### src/rtl/mux3_3_pkg.sv
// Shared constants for the registered 3-to-1 multiplexer: select codes and
// the default data width.
package mux3_3_pkg;

  localparam int WIDTH_DEF = 3;

  localparam logic [1:0] SEL_E0  = 2'b00;
  localparam logic [1:0] SEL_E1  = 2'b01;
  localparam logic [1:0] SEL_E2  = 2'b10;
  localparam logic [1:0] SEL_INV = 2'b11;

endpackage : mux3_3_pkg

### src/rtl/mux3_3_comb.sv
// Combinational 3-to-1 select. The unused code, and any unknown select bits,
// produce all-zeros data and raise the invalid flag.
module mux3_3_comb
  import mux3_3_pkg::*;
#(
  parameter int WIDTH = WIDTH_DEF
) (
  input  logic [WIDTH-1:0] entrada0,
  input  logic [WIDTH-1:0] entrada1,
  input  logic [WIDTH-1:0] entrada2,
  input  logic [1:0]       controle,
  output logic [WIDTH-1:0] sel_data,
  output logic             sel_invalid
);

  always_comb begin
    // NOTE: defaults first so every path assigns every output; no latch inferred.
    sel_data    = '0;
    sel_invalid = 1'b0;
    case (controle)
      SEL_E0:  sel_data = entrada0;
      SEL_E1:  sel_data = entrada1;
      SEL_E2:  sel_data = entrada2;
      default: begin
        sel_data    = '0;
        sel_invalid = 1'b1;
      end
    endcase
  end

endmodule : mux3_3_comb

### src/rtl/mux3_3.sv
// Registered 3-to-1 multiplexer: one-cycle latency from inputs to Resultado,
// with a registered flag for the unused select code.
module mux3_3
  import mux3_3_pkg::*;
#(
  parameter int WIDTH = WIDTH_DEF
) (
  input  logic             Clock,
  input  logic             Reset_n,
  input  logic [WIDTH-1:0] Entrada0,
  input  logic [WIDTH-1:0] Entrada1,
  input  logic [WIDTH-1:0] Entrada2,
  input  logic [1:0]       Controle,
  output logic [WIDTH-1:0] Resultado,
  output logic             SelInvalido
);

  logic [WIDTH-1:0] resultado_d, resultado_q;
  logic             sel_invalido_d, sel_invalido_q;

  mux3_3_comb #(
    .WIDTH(WIDTH)
  ) u_comb (
    .entrada0    (Entrada0),
    .entrada1    (Entrada1),
    .entrada2    (Entrada2),
    .controle    (Controle),
    .sel_data    (resultado_d),
    .sel_invalid (sel_invalido_d)
  );

  always_ff @(posedge Clock or negedge Reset_n) begin
    // NOTE: non-blocking assignments keep flop updates order-independent.
    if (!Reset_n) begin
      resultado_q    <= '0;
      sel_invalido_q <= 1'b0;
    end else begin
      resultado_q    <= resultado_d;
      sel_invalido_q <= sel_invalido_d;
    end
  end

  // Outputs come straight from flops; no input-to-output combinational path.
  assign Resultado   = resultado_q;
  assign SelInvalido = sel_invalido_q;

endmodule : mux3_3

### config.mk
export PLATFORM = sky130hd
export DESIGN_NAME = mux3_3
export DESIGN_NICKNAME = d
export VERILOG_FILES = /design/src/rtl/mux3_3_pkg.sv /design/src/rtl/mux3_3_comb.sv /design/src/rtl/mux3_3.sv
export SDC_FILE = /design/constraint.sdc
export NUM_CORES = 1
export LEC_CHECK = 0
export CAP_MARGIN = 0
export CORE_AREA = 2 2 39 41
export DETAILED_ROUTE_END_ITERATION = 10
export DIE_AREA = 0 0 41 43
export GPL_TIMING_DRIVEN = 1
export HOLD_SLACK_MARGIN = 0.05
export PLACE_DENSITY = 0.51
export SKIP_LAST_GASP = 1
export SYNTH_ARGS = -nofsm -noshare
export SYNTH_HDL_FRONTEND = slang
export SYNTH_SLANG_ARGS = --single-unit
### constraint.sdc
create_clock -name Clock -period 0.8 [get_ports Clock]
set_input_delay 0.16 -clock Clock [delete_from_list [all_inputs] [get_ports Clock]]
set_output_delay 0.16 -clock Clock [all_outputs]
set_load 0.05 [all_outputs]
==> run metrics, run 1 <==
RSZ-0062 raised after global routing=yes; GRT Total Usage=7.07%; VDD IR max=0.440 mV; # rows=14; GPL Wtd Cong=0.569; slew margin rel.=81.1%; largest net degree at the start of global routing=6; CP required=640 ps; antenna fix cells=0; critical path's slowest cell=dfrtp_1; worst endpoint data arrival time=770 ps; setup TNS=-526 ps; critical path peak fanout=1; LEAKAGE=0.000196 uW; DR iter-0 viols=3; clock sink total=4; register area share after synthesis=59.3%; Die W=41 um; Total Wirelength=454 um; Starting Density=12.2%; vias in the first global route=193; synthesized area per cell=14.1 sq um; Ys Warns=0; commonest non-fill, non-tap cell in the layout=clkdlybuf4s50_1; Clk pin slew, worst setup/hold paths=40 ps; CTS Hold Bufs=0; initial antenna violation count=0; CP delay by family, top=flip-flops; CP Capture Type=primary output; Fin. Hold Viols=0; Final Max Tran Viols=0; gr ovfl total=0; Die Area=1760 sq um; WS Path Type=reg2out; CTS Root Cell=clkbuf_4; first-pass GRT wire length=710 um; max_cap viols=0; Vias=180; Wirelength per Cell=9.46 um; post-route ant nets=0; Worst Hold Class=in2async; Synth cell types=5; startpoint types=register; DRC viols=0; Design Power=701 uW; Worst Max-Slew Pin Slew=284 ps; net count after synthesis=25; post-layout util=31.5%; pwr/cell area=1610 nW/um^2; flops & latches, synth=4; final worst slack=-134 ps; hold_ws=121 ps; Min Clock Period, post-route=934 ps; CTS tree=yes; post-synthesis cell count=12; Worst Path Buf+Inv=1; Die Span Y=43 um; failing checks=negative setup slack; setup violators final=4; H-Tree Depth=1; nets@finish=47; crit path cell chain=buf_12; Core Area=1380 sq um; vias per cell=3.75; First-pass DRT Iterations=2; Max Freq=1.07 GHz; ratio of cells with drive above 1 in the final layout=31.3%; clock tree buffer depth=2; Ports=17; IO Port Bufs=16; commonest cells after routing, fill and taps aside=10 x clkdlybuf4s50_1, 4 x dfrtp_1, 4 x buf_12; final period utilization=117%; P&R area growth vs syn=158%; Worst path max stage delay=390 ps; cell area after synthesis=169 sq um; CTS Buf Count=3; outcome=finished with violations
-- cells in the mapped netlist (all sizes together) --
| cell | n | area, sq um |
|---|---|---|
| and2 | 1 | 6.26 |
| dfrtp | 4 | 100 |
| mux2i | 3 | 30.0 |
| nor2b | 1 | 6.26 |
| o2bb2ai | 3 | 26.3 |
-- layer usage --
metal	track usage, %	wire length (um)	vias up
met4	10.0	14	0
li1	-	-	85
met2	9.38	198	19
met1	6.23	165	74
met3	3.14	75	2
met5	0	0	-
-- repair_timing --
action | CTS | global route
buffers inserted | 0 | 0
endpoints found under the hold margin | 0 | 0
setup endpoints to repair | 7 | 7
resized for setup | 2 | 4
pin swaps | 0 | 0
-- report_power, final --
| part | internal [uW] | switching, uW |
|---|---|---|
| logic | 130 | 92.5 |
| clock network | 168 | 79.4 |
| registers | 219 | 12.3 |
| total | 516 | 184 |
-- cell families after synthesis --
group	synth area share, %
compound gates	15.6
flops	59.3
mux	17.8
simple gates	7.41
-- registers in the layout, summed over array words and instances, names as in the netlist --
name         flops
SelInvalido      1
Resultado        3
-- final cells by class --
class | instances | area [sq um]
clock buffer | 3 | 22.5
fill | 138 | 948
multi-input combinational | 8 | 82.6
sequential | 4 | 100
tap | 16 | 20.0
timing repair buffer | 17 | 210
-- path summary, 6_finish.rpt --
kind                         startpoint            to  slack, ps  cells past startpoint
setup / recovery           Resultado[0]  Resultado[0]       -130                      1
hold / removal                  Reset_n  Resultado[0]        120                      1
max in group asynchronous       Reset_n   SelInvalido        520                      1
min in group Clock          Controle[0]  Resultado[2]        250                      3
-- metrics by stage --
step | worst slack (ps) | area [sq um] | instances
detailed placement | -398 | 397 | 45
CTS | -148 | 420 | 48
floorplan | 54.1 | 169 | 12
global placement | -362 | 397 | 45
global route | -161 | 435 | 48
finish | -134 | 435 | 48
No activity file was read; power rests on OpenSTA's default activity.
==> inputs of run 2 (changes only) <==
--- a/config.mk
+++ b/config.mk
@@ -6,12 +6,15 @@
 export NUM_CORES = 1
 export LEC_CHECK = 0
 export CAP_MARGIN = 0
+export CELL_PAD_IN_SITES_DETAIL_PLACEMENT = 1
+export CELL_PAD_IN_SITES_GLOBAL_PLACEMENT = 1
 export CORE_AREA = 2 2 39 41
 export DETAILED_ROUTE_END_ITERATION = 10
 export DIE_AREA = 0 0 41 43
 export GPL_TIMING_DRIVEN = 1
 export HOLD_SLACK_MARGIN = 0.05
-export PLACE_DENSITY = 0.51
+export PLACE_DENSITY_LB_ADDON = 0.15
+export SKIP_CTS_REPAIR_TIMING = 1
 export SKIP_LAST_GASP = 1
 export SYNTH_ARGS = -nofsm -noshare
 export SYNTH_HDL_FRONTEND = slang
==> run 2 against run 1 <==
  * The run still ends with negative setup slack left
  * Critical path depth stayed put
  * Critical path type unchanged
  * Non-clock buffer count stayed put
  * Highest routed layer unchanged
  * First-iteration DRC count is 100% lower
  * Critical endpoint is now Resultado[2]
  * Fmax is 0.33% lower
  * Sequential share of layout area is 0.20 points higher
  * Clock power is 3% lower
  * Routed wire length is 1.5% higher
  * Worst setup slack worse by 3.1 ps
  * Final cell count stayed put
==> run metrics, run 2 (synthesis gave the netlist of run 1 again) <==
Die Span Y=43 um (unchanged); GPL Wtd Cong=0.648 (+14%); gr ovfl total=0 (unchanged); Starting Density=12.2% (unchanged); Max Freq=1.07 GHz (-0.33%); P&R area growth vs syn=156%; Worst Max-Slew Pin Slew=301 ps (+17.2 ps); Stages on worst setup path=1 (unchanged); VDD IR max=0.469 mV (+6.6%); crit path cell chain=buf_12; Worst Path Buf+Inv=1 (unchanged); slew margin rel.=79.9% (-1.2 points); crit path launch=Resultado[2]; CP required=640 ps (about the same); largest net degree at the start of global routing=6 (unchanged); Die Area=1760 sq um (unchanged); CTS Root Cell=clkbuf_4; nets@finish=47 (unchanged); post-route ant nets=0 (unchanged); failing checks=negative setup slack; commonest cells after routing, fill and taps aside=10 x clkdlybuf4s50_1, 4 x dfrtp_1, 4 x buf_12; DRC viols=0 (unchanged); ratio of cells with drive above 1 in the final layout=28.1% (-3.1 points); max_cap viols=0 (unchanged); hold_ws=129 ps (+7.26 ps); WS Path Type=reg2out; DR iter-0 viols=0 (-3); Min Clock Period, post-route=937 ps (+3.08 ps); worst endpoint data arrival time=780 ps (about the same); H-Tree Depth=1 (unchanged); Largest register FFs=3 (unchanged); Worst Hold Class=in2async; final worst slack=-137 ps (-3.08 ps); CTS Buf Count=3 (unchanged); CTS tree=yes; GRT Total Usage=6.85% (-0.22 points); commonest non-fill, non-tap cell in the layout=clkdlybuf4s50_1; clock sink total=4 (unchanged); Worst path max stage delay=390 ps (about the same); Fin. Hold Viols=0 (unchanged); LEAKAGE=0.000202 uW (+3.4%); antenna fix cells=0 (unchanged); Die W=41 um (unchanged); IO Port Bufs=16 (unchanged); placed inst area=397 sq um (unchanged); vias in the first global route=190 (-1.6%); # rows=14 (unchanged); CP delay by family, top=flip-flops; Core Area=1380 sq um (unchanged); setup violators final=4 (unchanged); First-pass DRT Iterations=1 (-1); critical path's slowest cell=dfrtp_1; pwr/cell area=1600 nW/um^2 (-0.55%); first-pass GRT wire length=696 um (-2.0%); Clk pin slew, worst setup/hold paths=40 ps (about the same); Wirelength per Cell=9.60 um (+1.5%); CP Capture Type=primary output; Vias=179 (-0.56%); final period utilization=117% (+0.38 points); outcome=finished with violations; Total Wirelength=461 um (+1.5%); Critical Path End=Resultado[2]; vias per cell=3.73 (-0.56%); clock tree buffer depth=2 (unchanged); initial antenna violation count=0 (unchanged); RSZ-0062 raised after global routing=yes; pre-CTS WS=-413 ps (-15.6 ps); fin area=432 sq um (-0.86%); critical path peak fanout=1 (unchanged); startpoint types=register; Ports=17 (unchanged); Final Max Tran Viols=0 (unchanged)
-- run 2: changes by cell type in the layout (fill, tap and decap cells not counted) --
cell and change:
o2bb2ai_2 -1, clkdlybuf4s15_1 -1, dlymetal6s2s_1 +1, o2bb2ai_1 +1
-- run 2: final cells by class --
class                      instances  area [sq um]
fill                             160           952
timing repair buffer              17           213
sequential                         4           100
multi-input combinational          8          76.3
clock buffer                       3          22.5
tap                               16          20.0
-- run 2: routing by layer --
| metal | track usage [%] | wire length (um) | up-vias |
|---|---|---|---|
| met5 | 0 | 0 | - |
| met4 | 10.0 | 12 | 0 |
| met3 | 3.14 | 59 | 2 |
| met2 | 11.3 | 252 | 14 |
| met1 | 3.57 | 136 | 78 |
| li1 | - | - | 85 |
-- run 2: report_power, final --
group	internal [uW]	switching (uW)	total [uW]	leakage [uW]
Sequential	219	12.8	232	0.0000502
Combinational	129	90.6	219	0.000138
Clock	167	72.3	239	0.0000138
-- run 2: worst min-delay path by stage --
stage,end,slack [ps]
final,Resultado[2],130
after global routing,SelInvalido,130
after CTS,Resultado[2],130
after detailed placement,Resultado[0],370
after global placement,Resultado[0],380
after floorplan,Resultado[0],-140
-- run 2: through the flow --
step                power (uW)  instances  setup TNS [ps]  utilization [%]
floorplan                  303         12               0                -
global placement           450         45           -1350             28.7
detailed placement         454         45           -1440             28.7
CTS                        704         48           -1060             30.3
global route               749         48            -663             31.2
finish                     691         48            -519             31.2
==> inputs of run 3 (changes only) <==
--- a/config.mk
+++ b/config.mk
@@ -13,7 +13,7 @@
 export DIE_AREA = 0 0 41 43
 export GPL_TIMING_DRIVEN = 1
 export HOLD_SLACK_MARGIN = 0.05
-export PLACE_DENSITY_LB_ADDON = 0.15
+export PLACE_DENSITY = 0.65
 export SKIP_CTS_REPAIR_TIMING = 1
 export SKIP_LAST_GASP = 1
 export SYNTH_ARGS = -nofsm -noshare
==> run 3 against run 2 <==
  * First-iteration DRC count stayed put
  * Total power is 2.5% higher
  * Routed wire length is 27% higher
  * Non-clock buffer count unchanged
  * Worst hold slack got worse by 6.5 ps
  * Sequential power about the same
  * Die area unchanged
  * The flow still finishes with violations (negative setup slack)
  * Final cell count did not move
  * Worst setup slack worse by 3.5 ps
  * Critical path type unchanged
  * Sequential share of layout area is 0.33 points lower
==> run metrics, run 3 (synthesis gave the netlist of run 1 again) <==
outcome=finished with violations; failing checks=negative setup slack; H-Tree Depth=1 (unchanged); max_cap viols=0 (unchanged); WS Path Type=reg2out; final period utilization=118% (+0.44 points); critical path's slowest cell=dfrtp_1; P_sw=191 uW (+8.5%); First-pass DRT Iterations=1 (unchanged); Worst path max stage delay=390 ps (about the same); CTS Buf Count=3 (unchanged); Max Freq=1.06 GHz (-0.37%); startpoint types=register; Worst Path Buf+Inv=1 (unchanged); commonest non-fill, non-tap cell in the layout=clkdlybuf4s50_1; DR iter-0 viols=0 (unchanged); Largest register FFs=3 (unchanged); placed instance count=45 (unchanged); commonest cells after routing, fill and taps aside=10 x clkdlybuf4s50_1, 4 x dfrtp_1, 4 x buf_12; Total Wirelength=585 um (+27%); pre-CTS WS=-435 ps (-22.2 ps); IO Port Bufs=16 (unchanged); Core Area=1380 sq um (unchanged); Ports=17 (unchanged); Starting Density=12.2% (unchanged); crit path cell chain=buf_12; largest net degree at the start of global routing=6 (unchanged); clock sink total=4 (unchanged); final worst slack=-141 ps (-3.53 ps); Fill cells=154 (-3.8%); GRT Total Usage=8.06% (+1.2 points); vias per cell=4.08 (+9.5%); Die Area=1760 sq um (unchanged); slew margin rel.=79.9% (about the same); LEAKAGE=0.000204 uW (+0.95%); first-pass GRT wire length=848 um (+22%); ratio of cells with drive above 1 in the final layout=31.3% (+3.1 points); critical path peak fanout=1 (unchanged); clock tree buffer depth=2 (unchanged); P&R area growth vs syn=159%; CTS Root Cell=clkbuf_4; nets@finish=47 (unchanged); VDD IR max=0.514 mV (+9.4%); Worst Max-Slew Pin Slew=300 ps (-0.862 ps); Min Clock Period, post-route=941 ps (+3.53 ps); Net Sw Frac=26.9% (+1.5 points); Multi-input gate area=82.6 sq um (+8.2%); Die Span Y=43 um (unchanged); post-route ant nets=0 (unchanged); Reg power frac=32.7% (-0.9 points); Fin. Hold Viols=0 (unchanged); CP delay by family, top=flip-flops; initial antenna violation count=0 (unchanged); CP Capture Type=primary output; # rows=14 (unchanged); FF+latch area=100 sq um (unchanged); CP required=640 ps (about the same); Worst Hold Class=in2async; Clk pwr share=35.3% (+0.6 points); setup violators final=4 (unchanged); RSZ-0062 raised after global routing=yes; vias in the first global route=204 (+7.4%); antenna fix cells=0 (unchanged); Internal Power=518 uW (+0.51%); GPL Wtd Cong=0.604 (-6.8%); CTS tree=yes; Layout Cells excl Fill=48 (unchanged); setup TNS=-537 ps (-18.1 ps); hold_ws=122 ps (-6.53 ps); Wirelength per Cell=12.2 um (+27%); Clk pin slew, worst setup/hold paths=40 ps (about the same); post-layout util=31.6% (+0.45 points); pwr/cell area=1620 nW/um^2 (+1.1%); combinational power share=32.0% (+0.3 points); gr ovfl total=0 (unchanged); worst endpoint data arrival time=780 ps (about the same); Die W=41 um (unchanged); DRC viols=0 (unchanged); Vias=196 (+9.5%); Final Max Tran Viols=0 (unchanged)
-- run 3: how the worst max path moves through the flow --
stage                     depth (start not counted)      endpoint         start  slack (ps)
after global placement                            3  Resultado[0]   Controle[1]        -360
after floorplan                                   0  Resultado[0]  Resultado[0]          50
final                                             1  Resultado[1]  Resultado[1]        -140
after global routing                              1  Resultado[1]  Resultado[1]        -160
after CTS                                         3  Resultado[1]   Controle[1]        -190
after detailed placement                          3  Resultado[1]   Controle[1]        -440
-- run 3: power by group through the flow --
stage	logic (uW)	clock network (uW)	registers [uW]
2_1_floorplan	21.9	0	281
3_3_place_gp	216	0	234
3_5_place_dp	222	0	235
4_1_cts	222	259	232
5_1_grt	238	267	234
6_report	227	250	232
-- run 3: area by class of cell --
type / instances / area share [%]
Clock buffer: 3 / 5.14
Multi-Input combinational cell: 8 / 18.9
Sequential cell: 4 / 22.9
Tap cell: 16 / 4.57
Timing Repair Buffer: 17 / 48.6
-- run 3: per-layer routing --
metal	share of wire, %	vias up	track usage, %
li1	-	86	-
met1	28	89	5.21
met2	54	19	13.8
met3	16	2	4.19
met4	3.1	0	8.00
met5	0	-	0
-- run 3: per-stage QoR --
stage               cell area [sq um]  total power, uW
floorplan                         169              303
global placement                  397              449
detailed placement                397              457
CTS                               419              713
global route                      438              738
finish                            438              708
